### src/rtl/addsub_rr_scheduler.sv
`default_nettype none
// ============================================================================
// Module  : addsub_rr_scheduler
// Brief   : Round-robin sharing of one W-bit add/subtract datapath among N
//           requesters. Optional signed-overflow flag via ADDSUB_OVF_FLAG_EN.
// Revision: 1.0 - initial release
// ============================================================================
module addsub_rr_scheduler #(
  parameter int N = 4,
  parameter int W = 4
) (
  input  logic                 clk,
  input  logic                 rst_n,
  input  logic [N-1:0]         req_valid,
  output logic [N-1:0]         req_ready,
  input  logic [N*W-1:0]       req_a,
  input  logic [N*W-1:0]       req_b,
  input  logic [N-1:0]         req_sub,
  output logic                 rsp_valid,
  input  logic                 rsp_ready,
  output logic [$clog2(N)-1:0] rsp_id,
  output logic [W-1:0]         rsp_result,
  output logic                 rsp_cout
`ifdef ADDSUB_OVF_FLAG_EN
  ,
  output logic                 rsp_ovf
`endif
);

  localparam int IDW = $clog2(N);

  typedef enum logic [1:0] {
    S_IDLE = 2'd0,
    S_EXEC = 2'd1,
    S_RESP = 2'd2
  } state_t;

  state_t         r_state;
  logic [IDW-1:0] r_ptr;
  logic [IDW-1:0] r_id;
  logic [W-1:0]   r_a;
  logic [W-1:0]   r_b;
  logic           r_sub;

  logic           w_found;
  logic [IDW-1:0] w_win;
  logic [IDW-1:0] w_idx;
  logic [W-1:0]   w_bx;
  logic [W:0]     w_sum;

  // Rotating priority search starting at r_ptr.
  always_comb begin
    w_found = 1'b0;
    w_win   = '0;
    w_idx   = '0;
    for (int k = 0; k < N; k++) begin
      w_idx = IDW'((int'(r_ptr) + k) % N);
      if (!w_found && req_valid[w_idx]) begin
        w_found = 1'b1;
        w_win   = w_idx;
      end
    end
  end

  always_comb begin
    req_ready = '0;
    if (rst_n && (r_state == S_IDLE) && w_found) begin
      req_ready[w_win] = 1'b1;
    end
  end

  // Subtract is a + ~b + 1; the carry-in rides on the sub bit.
  assign w_bx  = r_b ^ {W{r_sub}};
  assign w_sum = {1'b0, r_a} + {1'b0, w_bx} + {{W{1'b0}}, r_sub};

  always_ff @(posedge clk) begin
    if (!rst_n) begin
      r_state    <= S_IDLE;
      r_ptr      <= '0;
      r_id       <= '0;
      r_a        <= '0;
      r_b        <= '0;
      r_sub      <= 1'b0;
      rsp_valid  <= 1'b0;
      rsp_id     <= '0;
      rsp_result <= '0;
      rsp_cout   <= 1'b0;
`ifdef ADDSUB_OVF_FLAG_EN
      rsp_ovf    <= 1'b0;
`endif
    end else begin
      case (r_state)
        S_IDLE: begin
          if (w_found) begin
            r_a     <= req_a[w_win*W +: W];
            r_b     <= req_b[w_win*W +: W];
            r_sub   <= req_sub[w_win];
            r_id    <= w_win;
            r_ptr   <= (w_win == IDW'(N-1)) ? '0 : w_win + IDW'(1);
            r_state <= S_EXEC;
          end
        end
        S_EXEC: begin
          rsp_result <= w_sum[W-1:0];
          rsp_cout   <= w_sum[W];
          rsp_id     <= r_id;
`ifdef ADDSUB_OVF_FLAG_EN
          rsp_ovf    <= (r_a[W-1] == w_bx[W-1]) && (w_sum[W-1] != r_a[W-1]);
`endif
          rsp_valid  <= 1'b1;
          r_state    <= S_RESP;
        end
        S_RESP: begin
          if (rsp_ready) begin
            rsp_valid <= 1'b0;
            r_state   <= S_IDLE;
          end
        end
        default: r_state <= S_IDLE;
      endcase
    end
  end

endmodule
`default_nettype wire

### config.mk
export PLATFORM = sky130hd
export DESIGN_NAME = addsub_rr_scheduler
export DESIGN_NICKNAME = d
export VERILOG_FILES = /design/src/rtl/addsub_rr_scheduler.sv
export SDC_FILE = /design/constraint.sdc
export NUM_CORES = 1
export LEC_CHECK = 0
export ABC_AREA = 1
export BUFFER_PORTS_ARGS = -buffer_cell sky130_fd_sc_hd__buf_4
export CAP_MARGIN = 20
export CORE_MARGIN = 2
export CORE_UTILIZATION = 50
export CTS_CLUSTER_DIAMETER = 60
export DETAILED_ROUTE_END_ITERATION = 7
export GPL_ROUTABILITY_DRIVEN = 0
export PLACE_DENSITY = 0.77
export SLEW_MARGIN = 20
export SYNTH_ARGS = -nofsm -noshare
export SYNTH_HDL_FRONTEND = slang
export SYNTH_SLANG_ARGS = --single-unit
### constraint.sdc
create_clock -name clk -period 3.4 [get_ports clk]
set_input_delay 0.68 -clock clk [delete_from_list [all_inputs] [get_ports clk]]
set_output_delay 0.68 -clock clk [all_outputs]
set_load 0.02 [all_outputs]
==> results of run 1 <==
## final cells by class
type                    count  area [sq um]
flip-flops and latches     23           462
well taps                  44          55.1
clock buffers               3          22.5
repair buffers             54           405
fillers                   298          1030
inverters                  18          70.1
clock inverters             1          5.00
multi-input cells         204          1020
## power groups by stage
stage	registers, uW	logic [uW]	clock network, uW
floorplan	474	1150	0
global placement	454	1350	0
detailed placement	456	1370	0
CTS	451	1370	126
global route	468	1550	133
finish	451	1380	121
## what timing repair did
| item | 4_1_cts | 5_1_grt |
|---|---|---|
| resized for setup | 0 | 4 |
| endpoints found under the setup margin | 0 | 4 |
| buffers inserted | 0 | 0 |
| hold buffers | 0 | 0 |
## sequential cells by signal, indices dropped and copies added, names as in the netlist
name	count
r_id	2
rsp_id	2
rsp_cout	1
r_ptr	2
rsp_result	4
r_sub	1
r_a	4
r_b	4
r_state	2
rsp_valid	1
## cell families after synthesis
group / Yosys count
buffers and inverters: 26
DFF: 23
adders and majority gates: 4
xor gates and xnor gates: 5
and+or+nand+nor: 165
AOI/OAI and AO/OA: 30
## stage by stage
stage                     hold slack [ns]  worst slack, ns  cells  util [%]  total power [uW]
after global placement              0.472            0.380    343      65.3              1800
after CTS                           0.494           0.0484    347      66.2              1950
after floorplan                     0.455            0.697    253         -              1630
after global routing                0.519            0.174    347      66.4              2160
final                               0.490            0.431    347      66.4              1950
after detailed placement            0.473            0.374    343      65.3              1820
## metal layers
layer | vias up | global-route usage, % | wire length (um)
met2 | 56 | 32.1 | 1560
met3 | 4 | 1.26 | 174
met1 | 709 | 29.0 | 1850
met4 | 0 | 6.52 | 51
li1 | 928 | - | -
met5 | - | 0 | 0
## cells in the final DEF, fill, tap and decap left out, types with 5 or more instances in the layout
cell	Yosys	layout
nand3_1	39	39
nand2_2	12	13
buf_4	1	54
a21oi_1	12	12
inv_2	6	5
nand2_1	62	61
o21ai_1	10	10
o21ai_0	7	7
nor2_1	37	37
dfxtp_1	23	22
inv_1	12	12
## worst paths after layout
path	start	to	cells after the start
setup / recovery	r_ptr[0]	req_ready[0]	11
hold / removal	r_a[0]	rsp_result[0]	2
setup reg to reg	r_ptr[0]	r_b[1]	14
hold reg to reg	r_a[0]	rsp_result[0]	2
## worst max-delay path: stages (launching register included)
cell and delay [ns]:
dfxtp_2 0.50, inv_2 0.13, nand2_1 0.08, nand2_1 0.10, nand2_1 0.12, o21ai_0 0.11
nand3_1 0.11, nand2_2 0.10, nand2_4 0.24, inv_2 0.14, nor3_1 0.19, buf_4 0.17
==> flow_summary.json, run 1 <==
{
  "totalWireLength_mm": 3.63,
  "largest_net_degree_at_the_start_of_global_routing": 27,
  "postSynthAreaPerCell_sq_um": 6.43,
  "synth_largest_type_area_fraction_pct": 28.3,
  "post_synth_edffs": 0,
  "detailed_place_hpwl_mm": 2.86,
  "worst-endpoint-required_ns": 2.72,
  "asr_flop_ratio_synth_pct": 0,
  "ioPinCount": 55,
  "timing.critical_path.from_type": "flop",
  "port_buffers": 54,
  "synth_seq_area_share_pct": 28.3,
  "cellLeakagePower_uw": 0.00105,
  "start_util_pct": 52.9,
  "flow.area_growth_from_synthesis_pct": 25.5,
  "postPlaceCellArea_sq_um": 2010,
  "first_global_vias": 1361,
  "grt_setup_unrepaired": "false",
  "period_share_pct": 87.3,
  "report.final.slew_viol_count": 0,
  "initial_antenna_violation_count": 0,
  "tightestPinTransition_ns": 0.513,
  "total_number_of_placement_rows": 20,
  "layout-drive-gt1-share_pct": 28.7,
  "cells_after_synth": 253,
  "final_antenna_net_count": 0,
  "setup_viol_count_final": 0,
  "die-area_sq_um": 3730,
  "ctsLongestPathBuffers": 2,
  "final.setup_skew_ns": 0.000556,
  "yosys.area_share.simple_pct": 47.0,
  "post-synth-top-count-cell": "nand2_1",
  "critical_path.endpoint_type": "output pin",
  "ys_warn_count": 0,
  "synth_seq_cells": 23,
  "clkSlewWorstSetupHoldPaths_ns": 0.12,
  "netlist_top_cells_count": "nand2_1 (62), nand3_1 (39), nor2_1 (37)",
  "synth_largest_area_cell": "dfxtp_1",
  "detailedRoute.firstIterationViolations": 35,
  "crit_path_max_fanout": 26,
  "mappedNetlistArea_sq_um": 1630,
  "placeableCoreArea_sq_um": 3080,
  "cp.arrival_ns": 2.29,
  "fin_setup_tns_ns": 0,
  "groute.usage.overall_pct": 20.1,
  "wire_length_of_the_first_global_routing_pass_mm": 5.76,
  "die_height_um": 61.1,
  "htree_levels": 1,
  "worstSetupPathType": "reg -> out",
  "synth_xor_xnor_area_share_pct": 2.69,
  "design.final.nets": 351,
  "remaining_drc_errors": 0,
  "vdd_drop_max_uv": 593,
  "hold_viol_final": 0,
  "syn-num-nets": 300,
  "synth_compound_area_share_pct": 9.45,
  "drt-wirelength-per-cell_um": 10.5,
  "p_clk_share_pct": 6.2,
  "detail_routed_via_count_per_cell": 4.89,
  "switching_power_uw": 1040,
  "sw_frac_of_total_pct": 53.3,
  "max_clock_freq_ghz": 0.337,
  "timing.max_slew.rel_slack_pct": 65.6,
  "tritoncts.num_buffers": 3,
  "internal_power_uw": 911,
  "numClockSinks": 23,
  "combinational_family_with_the_most_area_after_synthesis": "simple AND/OR/NAND/NOR gates",
  "final_design_instance_area_without_fill_sq_um": 2040,
  "pwr-share-comb_pct": 70.7,
  "yosys.area_share.adder_pct": 3.54,
  "antennaDiodeCount": 0,
  "clk_latency_ns": 0.30,
  "muxShareOfSynthArea_pct": 0,
  "run_status": "finished, final reports clean",
  "cts_tree": "done",
  "die_width_um": 61.1,
  "hold_class": "reg -> reg",
  "seq_power_share_pct": 23.1,
  "synth_top_cells_by_area": "dfxtp_1 (28%), nand2_1 (14%), nand3_1 (12%), nor2_1 (8.5%), nand2_2 (4.6%)",
  "dr_total_vias": 1697,
  "timing.reg2reg.setup_slack_ns": 1.35,
  "maxCapViolations": 0,
  "finalCriticalPeriod_ns": 2.97,
  "detailed_routing_iteration_count_for_the_pre_antenna_repair_pass": 4,
  "grt_ovf": 0,
  "synth_cell_types": 26,
  "ys.flop_type": "dfxtp_1",
  "cts-root-buf": "clkbuf_4",
  "cellPowerDensity_nw_per_um2": 955
}
Power figures use the tool's default switching activity.
==> inputs of run 2 (changes only) <==
--- a/config.mk
+++ b/config.mk
@@ -8,7 +8,6 @@
 export ABC_AREA = 1
 export BUFFER_PORTS_ARGS = -buffer_cell sky130_fd_sc_hd__buf_4
 export CAP_MARGIN = 20
-export CORE_MARGIN = 2
 export CORE_UTILIZATION = 50
 export CTS_CLUSTER_DIAMETER = 60
 export DETAILED_ROUTE_END_ITERATION = 7
==> run 2 against run 1 <==
Sequential cell count unchanged; worst hold slack improved by 0.0011 ns; register-to-register slack about the same; sequential share of layout area unchanged; power decreased by 0.69%; clock skew increased by 0.0019 ns.
==> flow_summary.json, run 2 (synthesis results as in run 1) <==
{
  "finalCriticalPeriod_ns": 2.97,
  "vdd_drop_max_uv": 579,
  "layout_top_registers": "r_a: 4 flops, r_b: 4 flops, rsp_result: 4 flops",
  "max_clock_freq_ghz": 0.337,
  "hold_start": "r_a[0]",
  "pwr-share-comb_pct": 70.5,
  "worst-endpoint-required_ns": 2.72,
  "setup_viol_count_final": 0,
  "fin_cells": 347,
  "timing.critical_path.from_type": "flop",
  "hold_class": "reg -> reg",
  "port_buffers": 54,
  "final.setup_skew_ns": 0.00249,
  "timing.hold.worst_endpoint": "rsp_result[0]",
  "clk_latency_ns": 0.30,
  "crit_path_max_fanout": 26,
  "cp.arrival_ns": 2.29,
  "layout-drive-gt1-share_pct": 28.7,
  "grtUsageMet1_pct": 30.5,
  "met3_usage_pct": 1.31,
  "cts_tree": "done",
  "grt_ovf": 0,
  "cellLeakagePower_uw": 0.00105,
  "antennaDiodeCount": 0,
  "flow.area_growth_from_synthesis_pct": 25.5,
  "total_number_of_placement_rows": 20,
  "die-area_sq_um": 3490,
  "timing.reg2reg.setup_slack_ns": 1.34,
  "p_clk_share_pct": 6.2,
  "report.final.slew_viol_count": 0,
  "start_util_pct": 52.9,
  "fin_setup_tns_ns": 0,
  "clkSlewWorstSetupHoldPaths_ns": 0.12,
  "timing.max_slew.rel_slack_pct": 66.4,
  "placedCellCount": 343,
  "r2r-start": "r_ptr[0]",
  "cellPowerDensity_nw_per_um2": 948,
  "cts-hold-fix-buffers": 0,
  "dr_total_vias": 1678,
  "layout.cells.most_common": "nand2_1",
  "largest_net_degree_at_the_start_of_global_routing": 27,
  "ioPinCount": 55,
  "detail_routed_via_count_per_cell": 4.84,
  "layout.area.seq_sq_um": 462,
  "initial_antenna_violation_count": 0,
  "sw_frac_of_total_pct": 53.0,
  "worstSetupPathType": "reg -> out",
  "cts-root-buf": "clkbuf_4",
  "placeableCoreArea_sq_um": 3080,
  "run_status": "finished, final reports clean",
  "grt-busiest-layer": "met2",
  "postPlaceCellArea_sq_um": 2010,
  "final_design_instance_area_without_fill_sq_um": 2040,
  "area_used_by_multi_input_combinational_logic_sq_um": 1020,
  "first_global_vias": 1395,
  "hold_viol_final": 0,
  "design.final.nets": 351,
  "grt.met2_usage_pct": 32.8,
  "critical_path.endpoint_type": "output pin",
  "mostFrequentLayoutCells": "nand2_1 (61), buf_4 (54), nand3_1 (39)",
  "wire_length_of_the_first_global_routing_pass_mm": 5.80,
  "die_height_um": 59.1,
  "timing.hold.worst_path_depth": 2,
  "filler_cell_count": 288,
  "remaining_drc_errors": 0,
  "ctsLongestPathBuffers": 2,
  "internal_power_uw": 911,
  "ff2ff_path_depth": 13,
  "period_share_pct": 87.3,
  "maxCapViolations": 0,
  "crit-reg2reg-capture": "r_b[1]",
  "tritoncts.num_buffers": 3,
  "seq_power_share_pct": 23.3,
  "tightestPinTransition_ns": 0.502,
  "die_width_um": 59.1,
  "htree_levels": 1,
  "detailed_routing_iteration_count_for_the_pre_antenna_repair_pass": 4,
  "groute.usage.overall_pct": 20.8,
  "drt-wirelength-per-cell_um": 9.91,
  "numClockSinks": 23,
  "totalWireLength_mm": 3.44,
  "final_antenna_net_count": 0,
  "detailed_place_hpwl_mm": 2.66,
  "grt_setup_unrepaired": "false",
  "switching_power_uw": 1030,
  "detailedRoute.firstIterationViolations": 91
}
==> run 2: worst max-delay path by stage <==
stage | startpoint | to | slack (ns) | depth (start not counted)
global placement | req_valid[2] | req_ready[3] | 0.35 | 13
global route | r_ptr[0] | req_ready[1] | 0.22 | 12
floorplan | req_valid[3] | req_ready[1] | 0.70 | 10
finish | r_ptr[0] | req_ready[0] | 0.43 | 11
detailed placement | req_valid[2] | req_ready[3] | 0.42 | 13
CTS | r_ptr[0] | req_ready[3] | 0.06 | 12
==> run 2: critical path, cell delays in order (launching register included) <==
cell	delay [ns]
dfxtp_2	0.49
inv_2	0.13
nand2_1	0.08
nand2_1	0.10
nand2_1	0.12
o21ai_0	0.12
nand3_1	0.12
nand2_2	0.10
nand2_4	0.24
inv_2	0.13
nor3_1	0.19
buf_4	0.17
==> run 2: per-stage QoR <==
stage	util, %	hold slack (ns)	setup WS (ns)	total power, uW
after global placement	65.3	0.470	0.352	1800
final	66.4	0.491	0.432	1940
after detailed placement	65.3	0.469	0.421	1810
after global routing	66.4	0.518	0.221	2150
after floorplan	-	0.455	0.697	1630
after CTS	66.2	0.491	0.0649	1940
==> run 2: cell type report <==
| cell class | instances | area share (%) |
|---|---|---|
| Timing Repair Buffer | 54 | 19.8 |
| Clock inverter | 1 | 0.245 |
| Inverter | 18 | 3.43 |
| Clock buffer | 3 | 1.10 |
| Multi-Input combinational cell | 204 | 50.1 |
| Tap cell | 44 | 2.69 |
| Sequential cell | 23 | 22.6 |
==> run 2: timing repair <==
action | 4_1_cts | 5_1_grt
gates resized for setup | 0 | 4
buffers inserted | 0 | 0
endpoints found under the setup margin | 0 | 4
==> run 2: power by group through the flow <==
stage,clock [uW],sequential [uW],combinational (uW)
2_1_floorplan,0,474,1150
3_3_place_gp,0,454,1350
3_5_place_dp,0,457,1360
4_1_cts,125,452,1360
5_1_grt,139,465,1550
6_report,121,451,1360
==> run 2: per-layer routing <==
layer | wire length, um | up-vias
met4 | 25 | 0
met1 | 1780 | 691
met5 | 0 | -
li1 | - | 924
met2 | 1460 | 61
met3 | 178 | 2
==> inputs of run 3 (changes only) <==
--- a/config.mk
+++ b/config.mk
@@ -7,12 +7,12 @@
 export LEC_CHECK = 0
 export ABC_AREA = 1
 export BUFFER_PORTS_ARGS = -buffer_cell sky130_fd_sc_hd__buf_4
-export CAP_MARGIN = 20
+export CAP_MARGIN = 30
 export CORE_UTILIZATION = 50
-export CTS_CLUSTER_DIAMETER = 60
 export DETAILED_ROUTE_END_ITERATION = 7
 export GPL_ROUTABILITY_DRIVEN = 0
 export PLACE_DENSITY = 0.77
+export REMOVE_ABC_BUFFERS = 1
 export SLEW_MARGIN = 20
 export SYNTH_ARGS = -nofsm -noshare
 export SYNTH_HDL_FRONTEND = slang
==> run 3 against run 2 <==
Clock skew up 0.0013 ns; sequential cell count unchanged; combinational power about the same; largest cell class unchanged; highest routed layer unchanged.
==> flow_summary.json, run 3 (synthesis results as in run 1) <==
{
  "timing.critical_path.depth": 10,
  "fin_setup_tns_ns": 0,
  "ff2ff_path_depth": 13,
  "detailedRoute.firstIterationViolations": 65,
  "groute.usage.overall_pct": 21.6,
  "drt-wirelength-per-cell_um": 10.0,
  "cpPeakStageDelay_ns": 0.50,
  "ctsLongestPathBuffers": 2,
  "worstSetupPathType": "reg -> out",
  "pwr-share-comb_pct": 70.3,
  "timing.critical_path.from_type": "flop",
  "sw_frac_of_total_pct": 53.2,
  "initial_antenna_violation_count": 0,
  "layout.area.seq_sq_um": 462,
  "cellLeakagePower_uw": 0.00105,
  "setup.worst_path.end": "req_ready[3]",
  "cellPowerDensity_nw_per_um2": 951,
  "worst-endpoint-required_ns": 2.72,
  "port_buffers": 54,
  "crit_top_cell": "nand2_2",
  "r2r-start": "r_ptr[0]",
  "largest_net_degree_at_the_start_of_global_routing": 27,
  "hold_viol_final": 0,
  "area_used_by_multi_input_combinational_logic_sq_um": 1020,
  "internal_power_uw": 910,
  "postCtsSetupRepairBufs": 0,
  "fin_cells": 347,
  "hold_class": "reg -> reg",
  "detailed_place_hpwl_mm": 2.70,
  "report.final.slew_viol_count": 0,
  "layout-drive-gt1-share_pct": 28.7,
  "totalWireLength_mm": 3.48,
  "p_clk_share_pct": 6.4,
  "clk_latency_ns": 0.31,
  "first_global_vias": 1382,
  "ioPinCount": 55,
  "max_clock_freq_ghz": 0.332,
  "run_status": "finished, final reports clean",
  "switching_power_uw": 1030,
  "final_antenna_net_count": 0,
  "timing.hold.ws_ns": 0.496,
  "layout.cells.most_common": "nand2_1",
  "timing.max_slew.rel_slack_pct": 66.9,
  "cts-root-buf": "clkbuf_4",
  "remaining_drc_errors": 0,
  "placeableCoreArea_sq_um": 3080,
  "flow.area_growth_from_synthesis_pct": 25.5,
  "critPathBufInv": 3,
  "placedCellCount": 343,
  "crit-reg2reg-capture": "r_b[1]",
  "final.setup_skew_ns": 0.00374,
  "finalCriticalPeriod_ns": 3.02,
  "seq_power_share_pct": 23.3,
  "detailed_routing_iteration_count_for_the_pre_antenna_repair_pass": 4,
  "critical_path.slowest_cell": "dfxtp_2",
  "timing.reg2reg.setup_slack_ns": 1.34,
  "crit_path_start": "r_ptr[0]",
  "wire_length_of_the_first_global_routing_pass_mm": 5.87,
  "power_uw": 1940,
  "detail_routed_via_count_per_cell": 4.82,
  "period_share_pct": 88.7,
  "setup_viol_count_final": 0,
  "die_height_um": 59.1,
  "htree_levels": 1,
  "die_width_um": 59.1,
  "maxCapViolations": 0,
  "tritoncts.num_buffers": 3,
  "cts_tree": "done",
  "clkSlewWorstSetupHoldPaths_ns": 0.12,
  "critical_path.endpoint_type": "output pin",
  "start_util_pct": 52.9,
  "crit_path_max_fanout": 26,
  "antennaDiodeCount": 0,
  "tightestPinTransition_ns": 0.495,
  "total_number_of_placement_rows": 20,
  "layout_top_registers": "r_a: 4 flops, r_b: 4 flops, rsp_result: 4 flops",
  "cpLargestDelayFamily": "simple AND/OR/NAND/NOR gates",
  "design.final.nets": 351,
  "numClockSinks": 23,
  "cp.arrival_ns": 2.34,
  "path_cells": "inv_2, nand2_2, nand2_2, o21ai_0, or2_1, nand2_2, inv_4, nand2_2, nor3_1, buf_4",
  "grt_setup_unrepaired": "false",
  "die-area_sq_um": 3490,
  "mostFrequentLayoutCells": "nand2_1 (61), buf_4 (54), nand3_1 (39)",
  "dr_total_vias": 1673,
  "grt_ovf": 0,
  "filler_cell_count": 316,
  "vdd_drop_max_uv": 652
}
[run 3: cell counts in the layout (fill, tap and decap cells not counted)]
Identical to the previous run, type by type.
[run 3: power groups by stage]
stage / clock, uW / sequential (uW) / combinational [uW]
2_1_floorplan: 0 / 482 / 1010
3_3_place_gp: 0 / 454 / 1340
3_5_place_dp: 0 / 457 / 1360
4_1_cts: 128 / 451 / 1360
5_1_grt: 139 / 467 / 1550
6_report: 124 / 452 / 1370
[run 3: through the flow]
stage	setup slack (ns)	instance area (sq um)	utilization [%]
global placement	0.396	2010	65.3
CTS	0.00957	2040	66.2
finish	0.384	2040	66.4
global route	0.147	2040	66.4
detailed placement	0.376	2010	65.3
floorplan	0.606	1550	-
[run 3: worst min-delay path by stage]
stage	from	endpoint	slack (ns)	depth (start not counted)
final	r_a[0]	rsp_result[0]	0.50	2
after CTS	r_a[0]	rsp_result[0]	0.50	2
after floorplan	r_a[0]	rsp_result[0]	0.45	2
after global routing	r_id[1]	rsp_id[1]	0.52	2
after detailed placement	r_a[0]	rsp_result[0]	0.47	2
after global placement	r_id[1]	rsp_id[1]	0.47	2
[run 3: repair_timing]
| action | in CTS | in global routing |
|---|---|---|
| endpoints found under the setup margin | 0 | 4 |
| hold endpoints to repair | 0 | 0 |
| hold buffers | 0 | 0 |
| resized for setup | 0 | 4 |
[run 3: area by class of cell]
type / instances / area share [%]
multi-input cells: 204 / 50.1
repair buffers: 54 / 19.8
clock inverters: 1 / 0.245
inverters: 18 / 3.43
clock buffers: 3 / 1.10
flip-flops and latches: 23 / 22.6
well taps: 44 / 2.69
[run 3: routing by layer]
metal  global-route usage, %  share of wire [%]  vias up  wire length [um]
met5                       0                  0        -                 0
met1                    31.3                 52      697              1810
li1                        -                  -      922                 -
met4                    7.14                1.2        0                41
met3                    1.75                4.1        4               142
met2                    33.6                 43       50              1480
[run 3: tightest hold or removal path, stage by stage (launching register included)]
cell and delay (ns):
dfxtp_1 0.35, nand2_1 0.07, a21oi_1 0.05
